### src/rtl/rst_seq_pkg.sv
// Shared types and sizing helpers for the sequenced reset controller.
package rst_seq_pkg;

   typedef enum logic [1:0] {ASSERT, STRETCH, RELEASE, DONE} state_t;

   // One counter serves both the stretch and the inter-channel gap, so size it for the larger.
   function automatic int cnt_width(input int min_assert, input int step_gap);
      int m;
      m = (min_assert > step_gap) ? min_assert : step_gap;
      return (m < 1) ? 1 : $clog2(m + 1);
   endfunction

endpackage

### src/rtl/rst_sync_cell.sv
// Single-source reset synchroniser; controller reset forces the request asserted.
module rst_sync_cell #(
   parameter int SYNC_DEPTH = 2
) (
   input  logic clk,
   input  logic rst,
   input  logic async_in,
   output logic sync_out
);

   logic [SYNC_DEPTH-1:0] stage;

   always_ff @(posedge clk) begin
      if (rst) stage <= '0;
      else     stage <= {stage[SYNC_DEPTH-2:0], async_in};
   end

   assign sync_out = stage[SYNC_DEPTH-1];

endmodule

### src/rtl/rst_seq_ctrl.sv
// Combines NCH async reset sources plus a software reset, stretches the result,
// then releases the downstream active-low resets one channel at a time.
module rst_seq_ctrl
   import rst_seq_pkg::*;
#(
   parameter int NCH        = 3,
   parameter int SYNC_DEPTH = 2,
   parameter int MIN_ASSERT = 4,
   parameter int STEP_GAP   = 3
) (
   input  logic           clk,
   input  logic           rst,
   input  logic [NCH-1:0] ext_rstz,
   input  logic           sw_rst,
   output logic [NCH-1:0] srstz,
   output logic           rst_done,
   output logic [NCH:0]   rst_cause
);

   localparam int CW = cnt_width(MIN_ASSERT, STEP_GAP);
   localparam int IW = (NCH > 1) ? $clog2(NCH) : 1;
   localparam logic [CW-1:0] STRETCH_LOAD = CW'(MIN_ASSERT - 1);
   localparam logic [CW-1:0] GAP_LOAD     = CW'(STEP_GAP - 1);
   localparam logic [IW-1:0] LAST_IDX     = IW'(NCH - 1);

   logic [NCH-1:0] sync_ext;
   logic           req;

   for (genvar i = 0; i < NCH; i++) begin : g_sync
      rst_sync_cell #(.SYNC_DEPTH(SYNC_DEPTH)) u_sync (
         .clk      (clk),
         .rst      (rst),
         .async_in (ext_rstz[i]),
         .sync_out (sync_ext[i])
      );
   end

   assign req = ~(&sync_ext) | sw_rst;

   state_t         state, state_nx;
   logic [CW-1:0]  cnt, cnt_nx;
   logic [IW-1:0]  idx, idx_nx;
   logic [NCH-1:0] srstz_nx;
   logic           done_nx;
   logic [NCH:0]   cause_nx;

   always_comb begin
      state_nx = state;
      cnt_nx   = cnt;
      idx_nx   = idx;
      srstz_nx = srstz;
      done_nx  = rst_done;
      cause_nx = rst_cause;
      // A new request anywhere past ASSERT aborts the sequence, including a partial release.
      if (req && state != ASSERT) begin
         state_nx = ASSERT;
         cnt_nx   = '0;
         idx_nx   = '0;
         srstz_nx = '0;
         done_nx  = 1'b0;
         cause_nx = {sw_rst, ~sync_ext};
      end else begin
         case (state)
            ASSERT: begin
               srstz_nx = '0;
               done_nx  = 1'b0;
               cause_nx = rst_cause | {sw_rst, ~sync_ext};
               if (!req) begin
                  state_nx = STRETCH;
                  cnt_nx   = STRETCH_LOAD;
               end
            end
            STRETCH: begin
               cause_nx = rst_cause | {sw_rst, ~sync_ext};
               if (cnt == '0) begin
                  state_nx = RELEASE;
                  idx_nx   = '0;
                  cnt_nx   = GAP_LOAD;
                  srstz_nx = NCH'(1);
               end else begin
                  cnt_nx = cnt - 1'b1;
               end
            end
            RELEASE: begin
               // Releases are strictly ordered, so srstz is a thermometer: shift in a one.
               if (idx == LAST_IDX) begin
                  state_nx = DONE;
                  done_nx  = 1'b1;
               end else if (cnt == '0) begin
                  idx_nx   = idx + 1'b1;
                  cnt_nx   = GAP_LOAD;
                  srstz_nx = (srstz << 1) | NCH'(1);
               end else begin
                  cnt_nx = cnt - 1'b1;
               end
            end
            DONE: ;
            default: state_nx = ASSERT;
         endcase
      end
   end

   always_ff @(posedge clk) begin
      if (rst) begin
         state     <= ASSERT;
         cnt       <= '0;
         idx       <= '0;
         srstz     <= '0;
         rst_done  <= 1'b0;
         rst_cause <= '0;
      end else begin
         state     <= state_nx;
         cnt       <= cnt_nx;
         idx       <= idx_nx;
         srstz     <= srstz_nx;
         rst_done  <= done_nx;
         rst_cause <= cause_nx;
      end
   end

endmodule

### config.mk
export PLATFORM = sky130hd
export DESIGN_NAME = rst_seq_ctrl
export DESIGN_NICKNAME = d
export VERILOG_FILES = /design/src/rtl/rst_seq_pkg.sv /design/src/rtl/rst_sync_cell.sv /design/src/rtl/rst_seq_ctrl.sv
export SDC_FILE = /design/constraint.sdc
export NUM_CORES = 1
export LEC_CHECK = 0
export ABC_AREA = 1
export BUFFER_PORTS_ARGS = -buffer_cell sky130_fd_sc_hd__buf_2
export CORE_MARGIN = 2
export CORE_UTILIZATION = 42
export CTS_CLUSTER_SIZE = 40
export DETAILED_ROUTE_END_ITERATION = 7
export MAX_ROUTING_LAYER = met4
export PLACE_DENSITY_LB_ADDON = 0.3
export SLEW_MARGIN = 25
export SYNTH_ARGS = -nofsm -noshare
export SYNTH_HDL_FRONTEND = slang
export SYNTH_HIERARCHICAL = 1
export SYNTH_SLANG_ARGS = --single-unit
### constraint.sdc
create_clock -name clk -period 1.41 [get_ports clk]
set_clock_uncertainty 0.05 [all_clocks]
set_input_delay 0.282 -clock clk [delete_from_list [all_inputs] [get_ports clk]]
set_output_delay 0.282 -clock clk [all_outputs]
set_load 0.01 [all_outputs]
; ---- Word-level counts from Yosys, hierarchy flattened
; Cells that the tools add are included.
[totals]
register_bits = 21
input_bits = 6
output_inout_bits = 8
word_cells = 59
[op_classes]
addsub = 2
n_eq_ne = 8
n_mux = 20
bitwise = 4
n_reduce_logical = 16
[ops]
columns = cell, n
row1 = 3-bit two-way mux, 6
row2 = 3-bit case mux with 3 select lines, 2
row3 = 2-bit two-way mux, 6
row4 = 4-bit AND reduction, 3
row5 = 2-bit != test (second input constant), 5
row6 = 4-bit two-way mux, 2
row7 = 2-bit nonzero test, 4
row8 = 2-bit case mux with 3 select lines, 1
row9 = 3-bit AND reduction, 2
row10 = 2-bit equality test (second input constant), 2
row11 = 4-bit bitwise OR, 1
row12 = 2-bit case mux with 2 select lines, 1
row13 = 2-bit OR reduction, 2
row14 = 3-bit zero test, 1
row15 = 3-bit inverter, 1
row16 = 3-bit nonzero test, 1
row17 = 3-bit by 1-bit subtractor with 3-bit output (second input constant), 1
row18 = 2-bit by 1-bit adder with 2-bit output (second input constant), 1
row19 = 2-bit by 1-bit equality test with 1-bit output (second input constant), 1
row20 = 2-bit zero test, 1
row21 = 1-bit case mux with 2 select lines, 1
row22 = 2-bit AND reduction, 1
row23 = 1-bit logical AND, 1
row24 = 1-bit two-way mux, 1
row25 = other kinds (2), 2

; ---- Longest topological paths before layout
[depth]
ltp_word = 5
depth_mapped = 9
ltp_nobuf = 9

; ---- Modules after synthesis
; Netlist, hierarchy kept.
[modules_own_cells]
columns = module, instances, cells_per_inst, area_per_inst_um2, seq_area_each_um2
row1 = rst_seq_ctrl, 1, 110, 820.8, 300.3
row2 = rst_sync_cell, 3, 6, 55.1, 40.0

; ---- Worst setup path after synthesis
; No wires, ideal clock.
[synth_path]
path_kind = reg2reg
start = reg state[0]
end = reg idx[1]
setup_ns = 0.116
arrival_time_ns = 1.202
t_required_ns = 1.244
setup_slack_ns = 0.041
path_stages_with_launch = 7
n_path_buf = 0
synth_period_minus_slack_ns = 1.369
path_cell_list = dfxtp_1 inv_1 ha_1 o21ai_2 nand3_1 nand2_1 a21oi_1
[synth_via]
elab_chain_len = 3
elab_cells_between_ends = 11
cone_classes = eq/ne (5) / mux (1) / reduce/logical (5)
[synth_lines]
columns = element, line
row1 = "start, declared", rst_seq_ctrl.sv:40  ; state_t state, state_nx;
row2 = "start signal, assigned", rst_seq_ctrl.sv:112  ; state <= state_nx;
row3 = "2-bit equality test, or another cell as far along", rst_seq_ctrl.sv:63  ; case (state)
row4 = "2-bit != test (no source line), or another cell as far along", --
row5 = 4-bit AND reduction (no source line) or 2-bit OR reduction (tied branches), --
row6 = "end signal, assigned", rst_seq_ctrl.sv:114  ; idx <= idx_nx;
row7 = "end, declared", rst_seq_ctrl.sv:42  ; logic [IW-1:0] idx, idx_nx;
; Parallel ways exist; a longest one is shown, timed or not.
; A chain may end at the register's enable or synchronous reset.

; ---- Final worst setup path
[layout_path]
start = reg state[0]
end = reg state[0]
[layout_via]
elab_chain_len = 3
elab_cells_between_ends = 12
cone_classes = eq/ne (5) / mux (1) / reduce/logical (6)
[layout_lines]
columns = element, line
row1 = "2-bit equality test, or another cell as far along", rst_seq_ctrl.sv:63
row2 = "2-bit != test (no source line), or another cell as far along", --
row3 = 4-bit AND reduction (no source line) or 2-bit OR reduction (tied branches), --
; Parallel ways exist; a longest one is shown, timed or not.

==> flow_summary.toml <==
[yosys]
post_synth.cell_area_avg_um2 = 7.70
synth_top_family_by_area = "simple AND/OR/NAND/NOR gates"
synth_area_um2 = 986
yosysUniqueCellTypes = 19
syn-instance-count = 128
ys_seq_area_share_pct = 42.6
yosys.area_share.adder_pct = 10.2
yosysWarnings = 6
ys_ff_latch = 21
synth_xor_area_share_pct = 0
syn-num-nets = 142
muxShareOfSynthArea_pct = 0
synth_compound_area_share_pct = 10.5
synth-simple-area-share_pct = 27.5

[global_route]
grt_pass1_vias = 755
antenna_found_initial = 0
grt_busiest_layer = "met2"
use_met1_pct = 15.8
grtUsageTotal_pct = 15.5
grt_max_degree = 14
grt_util_met3_pct = 6.29
use_met2_pct = 26.7
grt_pass1_wl_mm = 2.98
grt_overflow = 0

[timing]
setup_viol = 0
period_minus_slack_ps = 1350
worst_slew_pin_slew_ps = 210
holdWs_ps = 112
slew_headroom_pct = 86.0
post-route-period-util_pct = 95.5
maxClockFrequency_mhz = 743
hold_viol_final = 0
report.final.slew_viol_count = 0
rsz0062_at_grt = "true"

[layout]
layout_common_cells = "nand2_1, inv_1, dfxtp_1, nor2_1, buf_2"
multi_input_area_um2 = 499
drive_gt1_share_pct = 32.7
area_delta_synth_final_pct = 21.6
antenna_cells = 0
fillCellCount = 225
final_common_cell = "nand2_1"
fin_cells = 178
regArea_um2 = 425
final_util_pct = 54.2
num-nets-final = 165

[cts]
clk_latency_ps = 300
numCtsBuffers = 3
cts_tree = "built"
clkSlewWorstSetupHoldPaths_ps = 120
cts_buffer_depth = 2
htreeDepth = 1
clockRootBuffer = "clkbuf_4"
cts_hold_buf = 0
cts_sinks = 21

[route]
dr.pass1.iters = 4
routed_via_density = 4.75
drc = 0
drt_iter0_drc = 6
vias = 846
wire_per_inst_um = 10.3
antenna_left = 0
finalWirelength_mm = 1.83

[placement]
dpl.cell_count = 173
hpwl_mm = 1.37
numPortBuffers = 13
gp_congestion = 0.758

[critical_path]
cp-end-kind = "flop"
criticalPathCategory = "flop to flop"
r2r_cells = 7
crit_path_max_fanout = 5
crit_path_start_kind = "flop"
critPathCapture = "state[0]$_SDFFE_PP0P_"
crit_arrival_ps = 1510
timing.rr.start = "state[0]$_SDFFE_PP0P_"
rrSetupSlack_ps = 60
worstSetupStartpoint = "state[0]$_SDFFE_PP0P_"
timing.rr.end = "state[0]$_SDFFE_PP0P_"
crit_required_ps = 1570

[die]
die_x_um = 52.5
row_count = 17
io_pins = 14
die_y_um = 52.5
die_area_um2 = 2750
core_um2 = 2210
start_util_pct = 44.6

[pwr]
power.density_nw_per_um2 = 1330
ir_drop_mv = 0.860
cellLeakagePower_nw = 0.553

[run_status]
status = "finished, final reports clean"

[hold_path]
hold_class = "input pin to flop"

[run]
cap_violations = 0
[logic make-up after synthesis]
family,count (synthesis)
buf+inv,24
fa+ha+maj,8
simple gates,58
compound gates,17
flops,21
[repair_timing]
| item | in CTS | in global routing |
|---|---|---|
| pin swaps | 0 | 6 |
| setup buffers | 0 | 1 |
| gates resized for setup | 1 | 14 |
| endpoints found under the setup margin | 2 | 11 |
[Yosys cell counts]
cell / number / area share, %
nand2_1: 21 / 8.0
a21oi_1: 10 / 5.1
ha_1: 8 / 10
nand2_2: 5 / 3.2
dfxtp_1: 21 / 43
nand4_1: 2 / 1.3
o21ai_2: 1 / 0.89
nor2_2: 1 / 0.63
nand3_1: 8 / 4.1
o21ai_0: 3 / 1.5
nor2_8: 1 / 2.0
o22ai_1: 1 / 0.63
nand3b_1: 2 / 1.5
o21bai_1: 1 / 0.76
buf_1: 1 / 0.38
nor2_1: 18 / 6.9
inv_2: 2 / 0.76
inv_1: 21 / 8.0
a21oi_4: 1 / 1.7
[cell type report]
cell class	instances	area share [%]
Multi-Input combinational cell	83	41.6
Sequential cell	21	35.5
Timing Repair Buffer	19	10.2
Inverter	23	7.20
Tap cell	28	2.92
Clock buffer	3	1.88
Clock inverter	1	0.626
[state kept, by name, summed over array words and instances (netlist names)]
register	flops
rst_done	1
srstz	3
idx	2
g_sync.u_sync/stage	6
cnt	3
rst_cause	4
state	2
[per-layer routing]
layer | vias to the layer above | share of wire, %
li1 | 442 | -
met1 | 377 | 42
met2 | 25 | 52
met3 | 2 | 5.3
met4 | 0 | 0.71
met5 | - | 0
[where the power goes]
group	switching (mW)	internal, mW
registers	0.0471	0.674
logic	0.345	0.233
clock network	0.187	0.108
[worst min path at each step]
stage	depth (start not counted)	end	slack, ps	start
after floorplan	1	g_sync[0].u_sync/stage[0]$_SDFF_PP0_	300	rst
after global placement	2	g_sync[0].u_sync/stage[1]$_SDFF_PP0_	340	g_sync[0].u_sync/stage[0]$_SDFF_PP0_
after detailed placement	2	g_sync[0].u_sync/stage[1]$_SDFF_PP0_	340	g_sync[0].u_sync/stage[0]$_SDFF_PP0_
after CTS	3	g_sync[2].u_sync/stage[0]$_SDFF_PP0_	100	ext_rstz[2]
after global routing	3	g_sync[2].u_sync/stage[0]$_SDFF_PP0_	90	ext_rstz[2]
final	3	g_sync[2].u_sync/stage[0]$_SDFF_PP0_	110	ext_rstz[2]
[critical path, stage by stage (launching register included)]
cell,delay [ps]
dfxtp_2,340
inv_1,80
ha_2,260
inv_1,70
o21bai_1,190
nor2_2,80
a21oi_1,120
nor2_1,60
[stage by stage]
stage                     cell area (µm²)  worst slack, ps  TNS (ps)  power, mW
final                                1200             63.5         0       1.60
after detailed placement             1120            -31.4     -51.6       1.25
after global routing                 1200            -77.0      -147       1.72
after CTS                            1150             11.2         0       1.55
after global placement               1120             8.60         0       1.24
after floorplan                       986             41.3         0       1.09
(Power assumes the default switching activity.)
